==> src/rtl/rf_read_stage.sv <==
// Register-read stage: 32x64 regfile with write-back bypass, load-use hazard
// detection, and the execute-stage pipeline register with flush/stall/bubble control.

module rf_rd_port #(
  parameter int XLEN = 64
) (
  input  logic [4:0]      i_idx,
  input  logic            i_wb_en,
  input  logic [4:0]      i_wb_rd,
  input  logic [XLEN-1:0] i_wb_data,
  input  logic [XLEN-1:0] i_rf_data,
  output logic [XLEN-1:0] o_val
);
  // idx!=0 already excludes a bypass from wb_rd=0
  always_comb begin
    o_val = i_rf_data;
    if (i_idx == 5'd0)                      o_val = '0;
    else if (i_wb_en && (i_wb_rd == i_idx)) o_val = i_wb_data;
  end
endmodule

module rf_read_stage #(
  parameter int XLEN = 64,
  parameter int NREG = 32
) (
  input  logic            clk,
  input  logic            rst,
  input  logic            in_valid,
  input  logic [4:0]      rs1_idx,
  input  logic [4:0]      rs2_idx,
  input  logic [4:0]      rd_idx,
  input  logic [XLEN-1:0] pc_in,
  input  logic [XLEN-1:0] imm_in,
  input  logic [5:0]      shamt_in,
  input  logic [6:0]      opcode_in,
  input  logic [7:0]      instrId_in,
  input  logic            branch_in,
  input  logic            regw_in,
  input  logic            memr_in,
  input  logic            memw_in,
  input  logic            wb_en,
  input  logic [4:0]      wb_rd,
  input  logic [XLEN-1:0] wb_data,
  input  logic            ex_stall,
  input  logic            flush,
  output logic            stall_o,
  output logic            ex_valid,
  output logic [XLEN-1:0] ex_rs1_val,
  output logic [XLEN-1:0] ex_rs2_val,
  output logic [4:0]      ex_rd,
  output logic [XLEN-1:0] ex_pc,
  output logic [XLEN-1:0] ex_imm,
  output logic [5:0]      ex_shamt,
  output logic [6:0]      ex_opcode,
  output logic [7:0]      ex_instrId,
  output logic            ex_branch,
  output logic            ex_regw,
  output logic            ex_memr,
  output logic            ex_memw
);
  localparam int NPORT = 2;

  logic [XLEN-1:0] r_rf [NREG];

  always_ff @(posedge clk or negedge rst) begin
    if (!rst) begin
      for (int i = 0; i < NREG; i++) r_rf[i] <= '0;
    end else if (wb_en && (wb_rd != 5'd0)) begin
      r_rf[wb_rd] <= wb_data;
    end
  end

  logic [NPORT-1:0][4:0]      w_idx;
  logic [NPORT-1:0][XLEN-1:0] w_rf_val;
  logic [NPORT-1:0][XLEN-1:0] w_val;

  assign w_idx = {rs2_idx, rs1_idx};

  for (genvar g = 0; g < NPORT; g++) begin : g_port
    assign w_rf_val[g] = r_rf[w_idx[g]];
    rf_rd_port #(.XLEN(XLEN)) u_port (
      .i_idx     (w_idx[g]),
      .i_wb_en   (wb_en),
      .i_wb_rd   (wb_rd),
      .i_wb_data (wb_data),
      .i_rf_data (w_rf_val[g]),
      .o_val     (w_val[g])
    );
  end

  // Both sources compared unconditionally; a false hit only costs one bubble
  logic w_hz;
  assign w_hz = in_valid & ex_valid & ex_memr & (ex_rd != 5'd0) &
                ((ex_rd == rs1_idx) | (ex_rd == rs2_idx));
  assign stall_o = ~flush & (ex_stall | w_hz);

  always_ff @(posedge clk or negedge rst) begin
    if (!rst) begin
      ex_valid   <= 1'b0;
      ex_rs1_val <= '0;
      ex_rs2_val <= '0;
      ex_rd      <= '0;
      ex_pc      <= '0;
      ex_imm     <= '0;
      ex_shamt   <= '0;
      ex_opcode  <= '0;
      ex_instrId <= '0;
      ex_branch  <= 1'b0;
      ex_regw    <= 1'b0;
      ex_memr    <= 1'b0;
      ex_memw    <= 1'b0;
    end else if (flush || (!ex_stall && w_hz)) begin
      ex_valid  <= 1'b0;
      ex_branch <= 1'b0;
      ex_regw   <= 1'b0;
      ex_memr   <= 1'b0;
      ex_memw   <= 1'b0;
    end else if (!ex_stall) begin
      ex_valid   <= in_valid;
      ex_rs1_val <= w_val[0];
      ex_rs2_val <= w_val[1];
      ex_rd      <= rd_idx;
      ex_pc      <= pc_in;
      ex_imm     <= imm_in;
      ex_shamt   <= shamt_in;
      ex_opcode  <= opcode_in;
      ex_instrId <= instrId_in;
      ex_branch  <= branch_in & in_valid;
      ex_regw    <= regw_in   & in_valid;
      ex_memr    <= memr_in   & in_valid;
      ex_memw    <= memw_in   & in_valid;
    end
  end
endmodule

==> config.mk <==
export PLATFORM = sky130hd
export DESIGN_NAME = rf_read_stage
export DESIGN_NICKNAME = d
export VERILOG_FILES = /design/src/rtl/rf_read_stage.sv
export SDC_FILE = /design/constraint.sdc
export NUM_CORES = 2
export LEC_CHECK = 0
export BUFFER_PORTS_ARGS = -buffer_cell sky130_fd_sc_hd__buf_2
export CAP_MARGIN = 10
export CORE_ASPECT_RATIO = 1.25
export CORE_MARGIN = 1
export CORE_UTILIZATION = 50
export CTS_CLUSTER_DIAMETER = 50
export DETAILED_ROUTE_END_ITERATION = 10
export PLACE_DENSITY_LB_ADDON = 0.25
export SYNTH_ARGS = -nofsm -noshare
export SYNTH_HDL_FRONTEND = slang
export SYNTH_SLANG_ARGS = --single-unit
==> constraint.sdc <==
create_clock -name clk -period 2.5 [get_ports clk]
set_clock_uncertainty 0.2 [all_clocks]
set_input_delay 0.125 -clock clk [delete_from_list [all_inputs] [get_ports clk]]
set_output_delay 0.125 -clock clk [all_outputs]
set_load 0.005 [all_outputs]
* Yosys cells after proc, flatten, opt, wreduce, memory -nomap -nowiden
Index checks and enable logic that the tools add are counted.
** Word-level totals
- Bits in registers :: 2335
- Input bits :: 243
** Cells by class
- Magnitude comparators :: 4
- Equal/unequal tests :: 5
- Mux-type cells :: 23
- Bitwise gates (word level) :: 17
- Reductions and logical operators :: 12
** Operators by type and width (count)
- bitwise mux 2048 bit :: 1
- binary-select mux 64 bit (select 5 bit) :: 2
- 2-to-1 mux 64 bit :: 9
- demux 64 bit (select 5 bit) :: 1
- == test 5 bit :: 4
- greater-or-equal comparator 6 bit (second input constant) :: 3
- inverter 5 -> 6 bit :: 3
- zero test 5 bit :: 2
- 2-to-1 mux 1 bit :: 10
- nonzero test 5 bit :: 2
- bitwise AND 1 bit :: 9
- less-than comparator 6 x 1 -> 1 bit (second input constant) :: 1
- logical AND 1 bit :: 5
- inverter 1 bit :: 3
- inequality test 2 x 1 -> 1 bit (second input constant) :: 1
- OR 1 bit :: 2
- AND reduction 2 bit :: 1
- zero test 1 bit :: 1
- logical OR 1 bit :: 1

* Logic depth before layout (Yosys ltp)
- Depth after elaboration :: 8
- Mapped depth :: 11
- Depth with buffers taken out :: 6

* Cells and area by module
A second synthesis with hierarchy kept.
** Second synthesis, totals
- Cells, all modules :: 7655
- Area total of the unflattened synthesis :: 121027.3 µm²
** By module, submodules not included
- rf_read_stage :: instances 1, cells each 7179, area each 118557.5 µm², sequential area each 58431.0 µm²
- rf_rd_port :: instances 2, cells each 238, area each 1234.9 µm², sequential area each 0.0 µm²

* Least setup slack after synthesis
Ideal clock, no wire load.
- Path type :: input to register
- From :: input rs1_idx[0]
- To :: register ex_rs1_val[62]
- Library setup time :: 0.126 ns
- Arrival :: 1.920 ns
- Data required time :: 2.174 ns
- Setup slack :: 0.253 ns
- Stages :: 8
- Buffers on the path :: 3
- Cell sequence :: buf_2 buf_2 buf_2 mux4_2 a22oi_1 nand4_1 and2_1 a221o_1
** Between the ends
- Longest elaborated chain between the ends :: 7
** RTL lines
- start, declared :: RTL line 29 : input logic [4:0] rs1_idx,
- parallel branches: the longest is 7 deep, another holds binary-select mux 64 bit (select 5 bit)
- end signal, assigned :: RTL line 120 : ex_rs1_val <= w_val[0];
- end, declared :: RTL line 48 : output logic [XLEN-1:0] ex_rs1_val,
Several ways; the timed one is not identified. The select of a mux whose other input is x is not followed.
A chain may end at the register's enable or synchronous reset.

* Final worst setup path
- From :: input rs2_idx[4]
- To :: register ex_rs2_val[51]
** Between the ends
- Longest elaborated chain between the ends :: 7
** RTL lines
- start, declared :: RTL line 30 : input logic [4:0] rs2_idx,
- parallel branches: the longest is 7 deep, another holds binary-select mux 64 bit (select 5 bit)
- end signal, assigned :: RTL line 121 : ex_rs2_val <= w_val[1];
- end, declared :: RTL line 49 : output logic [XLEN-1:0] ex_rs2_val,
Several ways; the timed one is not identified. The select of a mux whose other input is x is not followed.

==> qor.csv <==
stage,metric,value,unit
critical_path,largest stage delay on the critical path,0.86,ns
timing,final cycle utilization of the critical path,109.1,%
critical_path,Setup CP Type,input pin to flop,
timing,relative slew slack,33.58,%
critical_path,Crit path max-delay family,buffers and inverters,
die,Rows,197,
timing,Pins Over Slew Limit,0,
critical_path,arrival time worst endpoint,3.32,ns
timing,highest clock rate,0.3667,GHz
logic_synthesis,Synth top area share,50.06,%
placed_design,Post-DP Area,128400,um2
clock_tree,htree depth,4,
logic_synthesis,"area leader, netlist",dfrtp_1,
grt,met3 Use GR,7.262,%
logic_synthesis,asr flop ratio synth,100.0,%
logic_synthesis,Syn Inst Count,7544,
critical_path,endpoint class of the critical path,flop,
timing,Slew @ Worst Pin,0.9872,ns
routing,initial DRC count,7698,
grt,GRT Resource Usage Total,33.75,%
timing,Fin. Hold Viols,0,
logic_synthesis,"Net Count, Synth",7787,
logic_synthesis,Seq cells post-synth,2335,
logic_synthesis,Post-synth top flop,dfrtp_1,
cells_and_area,filler cell count,17110,
die,die area,235400,um2
die,IO Pins,531,
logic_synthesis,"Seq/Total Area, Yosys",50.06,%
die,die height,542.2,um
logic_synthesis,Netlist Area Pre-Place,116700,um2
critical_path,worst path cell trace,dlygate4sd3_1 -> buf_2 -> xor2_1 -> nor4_1 -> and3_1 -> a211o_4 -> buf_12 -> buf_12 -> nor2_1 -> buf_4 -> a221o_1,
clock_tree,Skew-Pair Late Insertion Delay,0.93,ns
critical_path,Critical Path Source,rs2_idx[4],
grt,initial antenna violation count,25,
pwr,Leak,62.09,nW
routing,total number of vias,79810,
outcome,status,finished with violations,
grt,met1 usage,44.73,%
critical_path,FF-to-FF Start,ex_rd[4]$_DFFE_PN0P_,
timing,count of final setup violators,67,
clock_tree,CTS tree,done,
timing,setup TNS,-8.162,ns
placed_design,# port buffers,530,
logic_synthesis,"Avg Cell Area, Syn",15.47,um2
pwr,peak supply drop,658.9,uV
job,Max-cap violations,0,
grt,vias in the first global route,83410,
critical_path,Critical Path RT,3.09,ns
clock_tree,Clock Path Buffers,4,
critical_path,CP Launch Type,input pin,
cells_and_area,FF+latch area,58430,um2
routing,DRT Pass-1 Iters,7,
critical_path,FF-to-FF End,ex_rs2_val[51]$_DFFE_PN0P_,
clock_tree,Worst-path clk slew,0.07,ns
grt,GR peak layer,met2,
routing,antenna violation net count after detailed routing,0,
logic_synthesis,ranking of synthesized cells by area,"dfrtp_1 50%, mux2_2 21%, mux4_2 19%",
clock_tree,CTS sink cnt,2335,
timing,final worst setup slack,-0.2268,ns
critical_path,Critical Path Most Common Cell,buf_12,
logic_synthesis,number of flops mapped to enable cells by yosys,0,
placed_design,GPL Wtd Cong,0.8776,
timing,RSZ-0062 raised after global routing,yes,
critical_path,flop2flop setup slack,-0.14,ns
die,core area,231200,um2
cells_and_area,area of the multi-input gates,54990,um2
grt,first-pass GRT wire length,580200,um
pwr,PnR Total Power,110.4,mW
critical_path,FF-to-FF path depth,13,
grt,GRT met2 Usage,53.31,%
grt,largest net degree at the start of global routing,120,
critical_path,"Buf+Inv Stages, Crit Path",5,
critical_path,CP Depth,11,
logic_synthesis,"Distinct cells, synth",50,
clock_tree,CTS Root Cell,clkbuf_16,
routing,average wire per standard cell,33.79,um
routing,DRC,0,
die,initial core utilization,50.48,%
logic_synthesis,Syn. warnings,0,
routing,Post-Route WL,399100,um
placed_design,DP Cell Count,10920,
timing,Final min period,2.727,ns
hold_path,Hold WC Path Type,input pin to flop,
cells_and_area,"Design Area, Final",141500,um2
cells_and_area,"Area growth, synth to finish",21.23,%
placed_design,post-DP HPWL,244100,um
cells_and_area,layout cells sized above 1,54.92,%
outcome,failing checks,setup timing,
cells_and_area,fin nets,8754,
critical_path,CP max-delay cell,nor4_1,
grt,grt ovf,0,
pwr,PD cells,780.3,nW/um2
clock_tree,CTS buffer count,248,
die,Die W,434.2,um
routing,via/cell ratio,6.758,
critical_path,CP max FO,8,
critical_path,Critical Path End,ex_rs2_val[51]$_DFFE_PN0P_,
cells_and_area,Layout Cells excl Fill,11810,
[how the worst min path moves through the flow]
stage | start | to | slack, ns | depth (start not counted)
after global placement | rst | r_rf[1915]$_DFFE_PN0P_ | -0.08 | 1
after detailed placement | rst | r_rf[1915]$_DFFE_PN0P_ | -0.08 | 1
after floorplan | rst | ex_branch$_DFFE_PN0P_ | -0.37 | 0
final | wb_rd[3] | r_rf[1875]$_DFFE_PN0P_ | 0.06 | 5
after global routing | wb_rd[3] | r_rf[1880]$_DFFE_PN0P_ | 0.04 | 5
after CTS | wb_rd[3] | r_rf[1875]$_DFFE_PN0P_ | 0.006 | 5
[layout make-up]
class,count,area share (%)
flip-flops and latches,2335,41.29
well taps,3084,2.727
multi-input cells,4342,38.86
repair buffers,1576,11.14
clock inverters,86,0.7975
diodes,19,0.03360
clock buffers,361,5.127
inverters,8,0.02122
[Yosys cell counts (6+ instances only)]
cell	count
a211oi_1	7
a21oi_1	21
a221o_1	128
a22oi_1	24
a31oi_1	6
and2_1	70
buf_1	28
buf_2	210
buf_4	31
buf_6	36
clkbuf_1	554
dfrtp_1	2335
inv_1	8
mux2_2	2140
mux2i_1	97
mux4_2	973
nand2_1	50
nand3_1	32
nand4_1	15
nor2_1	89
nor2b_1	19
nor4_1	61
o22ai_1	475
or4_1	60
xnor2_1	12
xor2_1	8
[cells by family (layout without fill, tap and decap cells)]
kind of cell	after synthesis	count (layout)	share of synthesized area, %
AOI/OAI and AO/OA	679	679	4.116
xor gates and xnor gates	20	20	0.1501
buffers and inverters	867	2031	3.344
DFF	2335	2335	50.06
muxes	3210	3210	40.25
other	0	19	0
and+or+nand+nor	433	433	2.078
[per-layer routing]
| layer | up-vias | wire length (um) |
|---|---|---|
| met1 | 43060 | 152200 |
| li1 | 31390 | - |
| met2 | 4216 | 190000 |
| met4 | 14 | 21100 |
| met3 | 1133 | 35700 |
| met5 | - | 77 |
[stage by stage]
stage / utilization, % / hold slack, ns / setup WS [ns]
finish: 61.20 / 0.06348 / -0.2268
detailed placement: 55.54 / -0.07972 / -0.6474
global placement: 55.54 / -0.07971 / -0.5692
floorplan: - / -0.3706 / 0.2535
CTS: 60.96 / 0.006236 / -0.2113
global route: 61.20 / 0.03856 / -0.2445
[worst register-to-register path: cells and delay by family, from the launching register on]
family	cells	cell delay [ns]
buffers and inverters	7	0.90
AOI/OAI and AO/OA	3	0.68
and+or+nand+nor	2	0.21
DFF	1	0.43
xor gates and xnor gates	1	0.16
[sequential cells by signal, summed over array words and instances (netlist names), 5 cells and up]
| signal | flops |
|---|---|
| ex_imm | 64 |
| ex_instrId | 8 |
| ex_opcode | 7 |
| ex_pc | 64 |
| ex_rd | 5 |
| ex_rs1_val | 64 |
| ex_rs2_val | 64 |
| ex_shamt | 6 |
| r_rf | 2048 |
[cells in the final DEF, fill, tap and decap left out, types with 30 or more instances in the layout]
cell type      instances
a221o_1              128
and2_1                69
buf_12               320
buf_2                525
buf_4                307
clkbuf_1              54
clkbuf_16            256
clkbuf_8              56
clkinv_2              30
dfrtp_1             2332
dlygate4sd3_1        399
mux2_2              2140
mux2i_1               97
mux4_2               973
nor2_1                53
nor4_1                61
o22ai_1              475
or4_1                 60
[power by group]
part,switching [mW],internal (mW)
Sequential,5.40,44.9
Clock,16.1,22.3
Combinational,8.35,13.4
Total,29.8,80.6
[timing repair]
action                                  4_1_cts  5_1_grt
cloned                                        0        7
setup buffers                                 5       10
hold buffers                                398        2
endpoints found under the setup margin      207      127
hold endpoints to repair                   4606       16
resized for setup                            19       61
pin swaps                                     3        5
Power figures use the tool's default switching activity.
